### config.mk
export PLATFORM = sky130hd
export DESIGN_NAME = expr_pipe_eval
export DESIGN_NICKNAME = d
export VERILOG_FILES = /design/src/rtl/expr_pipe_eval.sv
export SDC_FILE = /design/constraint.sdc
export NUM_CORES = 1
export LEC_CHECK = 0
export ABC_AREA = 1
export ABC_CLOCK_PERIOD_IN_PS = 5800
export BUFFER_PORTS_ARGS = -buffer_cell sky130_fd_sc_hd__buf_2
export CORE_UTILIZATION = 45
export DETAILED_ROUTE_END_ITERATION = 6
export GPL_TIMING_DRIVEN = 0
export PLACE_DENSITY = 0.75
export SETUP_SLACK_MARGIN = 0.4
export SYNTH_ARGS = -nofsm -noshare
export SYNTH_HDL_FRONTEND = slang
export SYNTH_SLANG_ARGS = --single-unit
### constraint.sdc
create_clock -name clk -period 5.8 [get_ports clk]
set_input_delay 0.29 -clock clk [delete_from_list [all_inputs] [get_ports clk]]
set_output_delay 0.29 -clock clk [all_outputs]
set_load 0.02 [all_outputs]
### src/rtl/expr_pipe_eval.sv
// Two-stage valid/ready pipeline of NCH mixed-signedness expression channels.
// Optional build macro EXPR_PIPE_SAT_EN clamps ADD/SUB instead of wrapping.
module expr_pipe_eval #(
  parameter int           NCH         = 6,
  parameter int           W           = 6,
  parameter logic [NCH-1:0] SIGNED_MASK = 6'b111000,
  parameter int           CW          = 8
) (
  input  logic             clk,
  input  logic             rst_n,
  input  logic             in_valid,
  output logic             in_ready,
  input  logic [NCH*W-1:0] a,
  input  logic [NCH*W-1:0] b,
  input  logic [3*NCH-1:0] op,
  output logic             out_valid,
  input  logic             out_ready,
  output logic [NCH*W-1:0] y,
  input  logic             ovf_clr,
  output logic [CW-1:0]    ovf_cnt
);

  localparam int SW = $clog2(W);
  localparam int PW = $clog2(NCH + 1);
  localparam int TW = ((CW > PW) ? CW : PW) + 1;

  logic             s1_valid;
  logic             s2_valid;
  logic             s2_load;
  logic [NCH*W-1:0] s1_a;
  logic [NCH*W-1:0] s1_b;
  logic [3*NCH-1:0] s1_op;
  logic [NCH*W-1:0] res;
  logic [NCH-1:0]   ovf;
  logic [PW-1:0]    pc;
  logic [TW-1:0]    cnt_sum;
  logic [CW-1:0]    cnt_nxt;

  assign s2_load   = !s2_valid || out_ready;
  assign in_ready  = !s1_valid || s2_load;
  assign out_valid = s2_valid;

  always_ff @(posedge clk or negedge rst_n) begin
    if (!rst_n) begin
      s1_valid <= 1'b0;
      s1_a     <= '0;
      s1_b     <= '0;
      s1_op    <= '0;
    end else if (in_ready) begin
      s1_valid <= in_valid;
      if (in_valid) begin
        s1_a  <= a;
        s1_b  <= b;
        s1_op <= op;
      end
    end
  end

  for (genvar i = 0; i < NCH; i++) begin : g_ch
    localparam int LO = (NCH - 1 - i) * W;
    localparam bit SG = SIGNED_MASK[i];

    logic [W-1:0] ca;
    logic [W-1:0] cb;
    logic [2:0]   co;
    logic [W:0]   sum;
    logic [W:0]   dif;
    logic         v_add;
    logic         v_sub;
    logic         lt;
    logic [W-1:0] sra;
    logic [W-1:0] shr_r;
    logic [W-1:0] add_r;
    logic [W-1:0] sub_r;
    logic [W-1:0] r;

    assign ca  = s1_a[LO +: W];
    assign cb  = s1_b[LO +: W];
    assign co  = s1_op[(NCH-1-i)*3 +: 3];
    assign sum = {1'b0, ca} + {1'b0, cb};
    assign dif = {1'b0, ca} - {1'b0, cb};

    assign v_add = SG ? ((ca[W-1] == cb[W-1]) && (sum[W-1] != ca[W-1]))
                      : sum[W];
    assign v_sub = SG ? ((ca[W-1] != cb[W-1]) && (dif[W-1] != ca[W-1]))
                      : dif[W];
    assign lt    = SG ? ($signed(ca) < $signed(cb)) : (ca < cb);

    // kept separate so the signed shift is not unsigned-ified by a ternary
    assign sra   = $signed(ca) >>> cb[SW-1:0];
    assign shr_r = SG ? sra : (ca >> cb[SW-1:0]);

`ifdef EXPR_PIPE_SAT_EN
    localparam logic [W-1:0] MAXV = SG ? {1'b0, {(W-1){1'b1}}} : {W{1'b1}};
    localparam logic [W-1:0] MINV = SG ? {1'b1, {(W-1){1'b0}}} : '0;

    assign add_r = !v_add ? sum[W-1:0]
                 : (SG && ca[W-1]) ? MINV : MAXV;
    assign sub_r = !v_sub ? dif[W-1:0]
                 : (SG && !ca[W-1]) ? MAXV : MINV;
`else
    assign add_r = sum[W-1:0];
    assign sub_r = dif[W-1:0];
`endif

    always_comb begin
      r = '0;
      unique case (co)
        3'd0: r = add_r;
        3'd1: r = sub_r;
        3'd2: r = ca & cb;
        3'd3: r = ca ~^ cb;
        3'd4: r = {{(W-1){1'b0}}, lt};
        3'd5: r = {{(W-1){1'b0}}, ca !== cb};
        3'd6: r = {{(W-1){1'b0}}, ^(ca & cb)};
        3'd7: r = shr_r;
      endcase
    end

    assign res[LO +: W] = r;
    assign ovf[i] = ((co == 3'd0) && v_add) || ((co == 3'd1) && v_sub);
  end

  always_comb begin
    pc = '0;
    for (int k = 0; k < NCH; k++) pc = pc + PW'(ovf[k]);
  end

  assign cnt_sum = TW'(ovf_cnt) + TW'(pc);
  assign cnt_nxt = (cnt_sum > TW'({CW{1'b1}})) ? {CW{1'b1}}
                                                : cnt_sum[CW-1:0];

  always_ff @(posedge clk or negedge rst_n) begin
    if (!rst_n) begin
      s2_valid <= 1'b0;
      y        <= '0;
    end else if (s2_load) begin
      s2_valid <= s1_valid;
      if (s1_valid) y <= res;
    end
  end

  always_ff @(posedge clk or negedge rst_n) begin
    if (!rst_n) begin
      ovf_cnt <= '0;
    end else if (ovf_clr) begin
      ovf_cnt <= '0;
    end else if (s2_load && s1_valid) begin
      ovf_cnt <= cnt_nxt;
    end
  end

endmodule

==> results of run 1 <==
## cell usage in the layout, fill, tap and decap left out, drive strengths merged
cell type,n
o211ai,22
and2,1
nand4,33
xor2,21
a211oi,3
o311ai,2
clkinvlp,3
buf,186
nor2,212
a22o,2
a22oi,9
inv,222
a31oi,1
o21ai,75
o21bai,3
nand3b,3
diode,1
a21o,2
ha,75
dfrtp,136
or2,7
xnor2,7
o221ai,1
nand3,134
a21oi,144
bufinv,3
nand2,407
clkinv,5
fa,16
o2111ai,3
dlygate4sd3,1
nor3,23
mux2,16
clkbuf,22
o31ai,2
o22ai,7
o21a,2
## layout make-up
type                    count  area [sq um]
clock inverters            11           149
repair buffers            142           744
flip-flops and latches    136          3400
inverters                 222           833
fillers                  2518         11400
clock buffers              19           433
well taps                 324           405
multi-input cells        1233          6720
plain buffers              48           288
diodes                      1          2.50
## layer usage
layer / part of all wire / global-route usage
met1: 0.45 / 0.380
met2: 0.46 / 0.454
met3: 0.071 / 0.0553
met4: 0.025 / 0.0801
met5: 0 / 0
## path summary, 6_finish.rpt
path                          start         end  depth (start not counted)
max in group asynchronous     rst_n    s1_a[29]                          3
min in group asynchronous     rst_n       y[10]                          2
max reg2reg                s1_b[19]  ovf_cnt[3]                         21
min reg2reg                   y[23]       y[23]                          2
min                           a[16]    s1_a[16]                          2
max                        s1_b[19]  ovf_cnt[3]                         21
## cells by family (layout without fill, tap and decap cells)
family / Yosys count / after routing
simple gates: 820 / 820
mux: 16 / 16
buf+inv: 270 / 442
xor+xnor: 28 / 28
fa+ha+maj: 91 / 91
flops: 136 / 136
compound gates: 278 / 278
other cells: 0 / 1
## registers in the layout (all words and copies together) (netlist names)
register   flops
s1_a          36
y             36
out_valid      1
s1_b          36
ovf_cnt        8
s1_op         18
s1_valid       1
## cells in the mapped netlist (all sizes together) (7+ instances only)
cell type | n | area [sq um]
nor2 | 212 | 848
o22ai | 7 | 43.8
fa | 16 | 320
nor3 | 23 | 115
xor2 | 21 | 184
mux2 | 16 | 180
buf | 45 | 277
nand2 | 407 | 1530
a21oi | 144 | 747
or2 | 7 | 43.8
ha | 75 | 938
o211ai | 22 | 165
dfrtp | 136 | 3400
o21ai | 75 | 383
nand4 | 33 | 213
a22oi | 9 | 67.6
xnor2 | 7 | 61.3
nand3 | 134 | 681
inv | 220 | 826
## critical path: stages, from the launching register on
cell and delay, ns:
dfrtp_1 0.46, inv_1 0.23, fa_1 0.46, inv_1 0.08
nor3_1 0.06, o21ai_0 0.21, a21oi_1 0.09, o21ai_0 0.67
fa_1 0.54, inv_1 0.10, fa_1 0.39, inv_1 0.10
fa_1 0.22, inv_1 0.06, fa_1 0.39, nor2_1 0.15
nor2_1 0.07, nor2_2 0.18, nand4_2 0.18, inv_1 0.12
a21oi_1 0.05, o22ai_1 0.12
## power breakdown
| part | switching [mW] | internal [mW] | leakage (nW) |
|---|---|---|---|
| registers | 0.189 | 1.15 | 1.60 |
| logic | 1.39 | 0.739 | 5.06 |
| clock network | 0.444 | 0.673 | 0.276 |
| total | 2.02 | 2.56 | 6.93 |
## what timing repair did
| action | CTS | global route |
|---|---|---|
| endpoints found under the hold margin | 44 | 0 |
| hold buffers | 1 | 0 |
| endpoints found under the setup margin | 0 | 0 |
==> results.cfg, run 1 <==
[outcome]
run_status = completed

[logic_synthesis]
synth_warn = 0
synth_top_family_by_area = simple AND/OR/NAND/NOR gates
avgSynthCellArea_sq_um = 6.86
postSynth.asyncResetShare = 1.00
post_synth_mux_area_share = 0.0160
yosys_register_bits = 136
postSynth.topFlopCell = dfrtp_1
synth_edf_count = 0
syn-cell-area_sq_um = 11200
synthesis.instances = 1639
synth_xor_xnor_area_share = 0.0218
synth_cell_types = 48
synth_simple_gate_area_frac = 0.308
seq_area_frac_synth = 0.303
adder_cell_fraction_of_synth_area = 0.112
synth_compound_gate_area_share = 0.140
mappedNetlistNets = 1825

[grt]
gr-total-overflow = 0
first_global_vias = 10800
global_route_usage_sum = 0.281
grt_antenna_before_repair = 1
first_pass_grt_wire_length_mm = 56.6
grt_start_max_net_pins = 93

[cts]
cts_setup_buffers = 0
cts-root-to-sink-buffers = 2
clk_pin_slew_worst_paths_ns = 0.07
numCtsBuffers = 17
cts.sinks = 136
clkLatencyLatePin_ns = 0.43
htreeDepth = 4
cts-root-buf = clkbuf_16
cts_tree = built
postCtsResizedCells = 0

[worst_hold_path]
hold_path.class = primary input to flop

[placed_design]
place_hpwl_mm = 27.5
place_area_sq_um = 12400
port-buffer-count = 140
place_ws_ns = 0.879
place_congestion = 0.974
place_inst = 2104

[timing]
tns_ns = 0
timing.slew.headroom = 0.445
setup_violators_final = 0
fin_worst_skew_ns = 0.0162
finalCritPeriodShare = 0.866
grt_setup_unrepaired = false
actual_transition_at_the_worst_max_transition_pin_ns = 0.824
slew_viol_final = 0
achievable-frequency_mhz = 199
period_minus_slack_ns = 5.02
hold_viol_final = 0
final.setup.worst_slack_ns = 0.776
fin_hold_ws_ns = 0.0866

[routing]
wl_per_cell_um = 16.5
drt.antenna.violating_nets = 0
route.detailed.vias_per_inst = 5.38
detail_route.first_pass.iterations = 6
postRouteWirelength_mm = 35.3
drc = 0
route.vias.total = 11500
dr.first_iter.drc_count = 1043

[setup_path]
r2r_slack_ns = 0.78
end_kind = flop
classification_of_the_worst_setup_path = flop to flop
startpoint_type = flop
worst-endpoint-arrival_ns = 5.37
cp_max_fo = 9
critical_path_required_ns = 6.15

[final_layout]
final-instance-count-excl-fill = 2136
post_route_cells_drive_above_1_share = 0.146
postLayoutCoreUtil = 0.532
layout-area-overhead-vs-synth_pct = 15.4
postLayoutCellArea_sq_um = 13000
finalNetCount = 1986

[die]
number_of_i_o_pins = 141
rows = 57
die_x_um = 160
coreArea_sq_um = 24400
starting_utilization_of_the_core_area = 0.461
die_height_um = 160
area_of_the_die_sq_um = 25600

[pwr]
powerDensity_nw_per_um2 = 353
power_leakage_nw = 6.93
vdd.ir_drop.worst_uv = 259
power_total_mw = 4.59

[job]
max_cap_check_violation_count = 0
(Power assumes the default switching activity.)
==> run 2: changes to the inputs <==
--- a/config.mk
+++ b/config.mk
@@ -6,12 +6,13 @@
 export NUM_CORES = 1
 export LEC_CHECK = 0
 export ABC_AREA = 1
-export ABC_CLOCK_PERIOD_IN_PS = 5800
+export ABC_CLOCK_PERIOD_IN_PS = 5100
 export BUFFER_PORTS_ARGS = -buffer_cell sky130_fd_sc_hd__buf_2
-export CORE_UTILIZATION = 45
+export CORE_UTILIZATION = 25
+export CTS_BUF_LIST = sky130_fd_sc_hd__clkbuf_2
 export DETAILED_ROUTE_END_ITERATION = 6
 export GPL_TIMING_DRIVEN = 0
-export PLACE_DENSITY = 0.75
+export PLACE_DENSITY = 0.52
 export SETUP_SLACK_MARGIN = 0.4
 export SYNTH_ARGS = -nofsm -noshare
 export SYNTH_HDL_FRONTEND = slang
==> constraint.sdc (replaced) <==
create_clock -name clk -period 5.1 [get_ports clk]
set_input_delay 0.255 -clock clk [delete_from_list [all_inputs] [get_ports clk]]
set_output_delay 0.255 -clock clk [all_outputs]
set_load 0.02 [all_outputs]
==> run 2 against run 1 <==
Utilization is 21 points lower. Via count is 3.1% higher. Routed wire length is 14% higher. Register-to-register slack worse by 0.13 ns. Setup slack worse by 0.13 ns. Clock skew is 0.048 ns higher. Die area is 79% higher. Final cell count is 18% higher. Sequential cell count stayed put. Final area is 9.1% higher. Maximum frequency is 13% higher. Worst hold slack better by 0.058 ns. Critical path type unchanged.
==> results.cfg, run 2 (synthesized netlist as in run 1, its figures left out) <==
[pwr]
vdd.ir_drop.worst_uv = 169
share_seq_of_total_power = 0.318
power_switching_share = 0.487
clock_power_share = 0.152
pwr-share-comb = 0.530
p_int_mw = 2.45
power_leakage_nw = 7.28
powerDensity_nw_per_um2 = 338
switching_power_mw = 2.33

[die]
die_height_um = 214
number_of_i_o_pins = 141
starting_utilization_of_the_core_area = 0.254
die_x_um = 214
area_of_the_die_sq_um = 45800
coreArea_sq_um = 44300
rows = 77

[timing]
tns_ns = 0
achievable-frequency_mhz = 225
fin_worst_skew_ns = 0.0638
slew_viol_final = 0
period_minus_slack_ns = 4.45
grt_setup_unrepaired = false
finalCritPeriodShare = 0.873
fin_hold_ws_ns = 0.145
setup_violators_final = 0
timing.slew.headroom = 0.444
hold_viol_final = 0
actual_transition_at_the_worst_max_transition_pin_ns = 0.835

[setup_path]
end_kind = flop
cp_max_fo = 4
startpoint_type = flop
classification_of_the_worst_setup_path = flop to flop
worst-endpoint-arrival_ns = 5.25
critical_path_required_ns = 5.89
cpPeakStageDelay_ns = 0.52
worstPathCellList = inv_1 > ha_1 > fa_2 > nor3_2 > o21ai_1 > a21oi_1 > o21ai_2 > fa_1 > inv_1 > fa_1 > inv_1 > fa_1 > inv_1 > fa_1 > nor2_2 > nor2_1 > nor2_2 > buf_4 > xor2_1 > nand2_1 > nand2_1 > o21ai_1
crit_path_max_delay_cell_type = fa_1
r2r_slack_ns = 0.65
ff2ff_path_depth = 22

[routing]
detail_route.first_pass.iterations = 7
route.detailed.vias_per_inst = 4.71
drt.antenna.violating_nets = 0
dr.first_iter.drc_count = 764
route.vias.total = 11900
postRouteWirelength_mm = 40.1
drc = 0
wl_per_cell_um = 15.9

[final_layout]
layout_commonest_cell = nand2_1
multiInputGateArea_sq_um = 6760
finalNetCount = 2098
final_cell_mix = nand2_1 (405), inv_1 (202), nor2_1 (200)
final.fill_count = 4912
reg.largest.list = s1_a (36), s1_b (36), y (36)
final-instance-count-excl-fill = 2518
post_route_cells_drive_above_1_share = 0.152
area.sequential_sq_um = 3410
layout-area-overhead-vs-synth_pct = 25.9

[cts]
numCtsBuffers = 17
htreeDepth = 4
clkLatencyLatePin_ns = 0.86
cts.sinks = 136
clk_pin_slew_worst_paths_ns = 0.26
cts_tree = built
cts-root-buf = clkbuf_2
cts-root-to-sink-buffers = 2

[grt]
grt_antenna_before_repair = 3
first_global_vias = 11500
first_pass_grt_wire_length_mm = 63.1
gr-total-overflow = 0
global_route_usage_sum = 0.177
grt_start_max_net_pins = 87

[placed_design]
place_congestion = 0.933
place_hpwl_mm = 31.0
place_inst = 2372
port-buffer-count = 140

[worst_hold_path]
hold_path.class = primary input to flop
min_delay_path_depth = 3

[job]
max_cap_check_violation_count = 0

[outcome]
run_status = completed
run 2: changes by cell type in the layout (fill, tap and decap cells not counted), sizes merged:
cell,change
bufinv,-1
clkinv,+1
dlygate4sd3,+104
buf,+8
clkbuf,-2
inv,+4
run 2: area by class of cell:
type                    instances  area share
multi-input cells            1233       0.478
flip-flops and latches        136       0.241
repair buffers                254       0.132
inverters                     222      0.0591
well taps                     592      0.0523
plain buffers                  48      0.0203
clock inverters                15      0.0118
clock buffers                  17     0.00601
diodes                          1    0.000177
run 2: metrics by stage:
step / util / power, mW / worst slack, ns / area [sq um]
6_report: 0.319 / 4.79 / 0.648 / 14200
3_5_place_dp: 0.287 / 3.98 / 0.291 / 12700
2_1_floorplan: - / 3.20 / 1.01 / 11200
5_1_grt: 0.319 / 5.23 / 0.392 / 14200
3_3_place_gp: 0.286 / 3.97 / 0.336 / 12700
4_1_cts: 0.317 / 4.81 / 0.407 / 14000
run 2: critical path, delay by kind of cell (launching register included):
family | cells | cell delay [ns]
buffers and inverters | 5 | 0.44
flip-flops | 1 | 0.46
AND/OR/NAND/NOR | 6 | 0.66
AO/OA/AOI/OAI | 4 | 0.51
adder cells (fa/ha/maj) | 6 | 2.20
XOR/XNOR | 1 | 0.13
run 2: path summary, 6_finish.rpt:
path                       startpoint    endpoint
max in group asynchronous       rst_n    s1_b[19]
max reg2reg                  s1_a[30]  ovf_cnt[4]
min reg2reg                     y[33]       y[33]
min in group asynchronous       rst_n     s1_b[0]
max                          s1_a[30]  ovf_cnt[4]
min                             a[10]    s1_a[10]
run 2: repair_timing:
item | 4_1_cts | 5_1_grt
endpoints found under the hold margin | 237 | 0
pin swaps | 0 | 4
endpoints found under the setup margin | 8 | 8
resized for setup | 2 | 21
setup buffers | 0 | 7
hold buffers | 106 | 0
run 2: metal layers:
metal | share of wire | track usage
met1 | 0.46 | 0.231
met5 | 0.00025 | 0
met2 | 0.46 | 0.292
met4 | 0.022 | 0.0510
met3 | 0.059 | 0.0383
run 2: power by group through the flow:
stage                     clock network, mW  logic [mW]  registers [mW]
after global placement                    0        2.44            1.54
final                                 0.728        2.54            1.52
after detailed placement                  0        2.43            1.54
after CTS                             0.769        2.52            1.52
after floorplan                           0        1.56            1.64
after global routing                  0.807        2.86            1.56
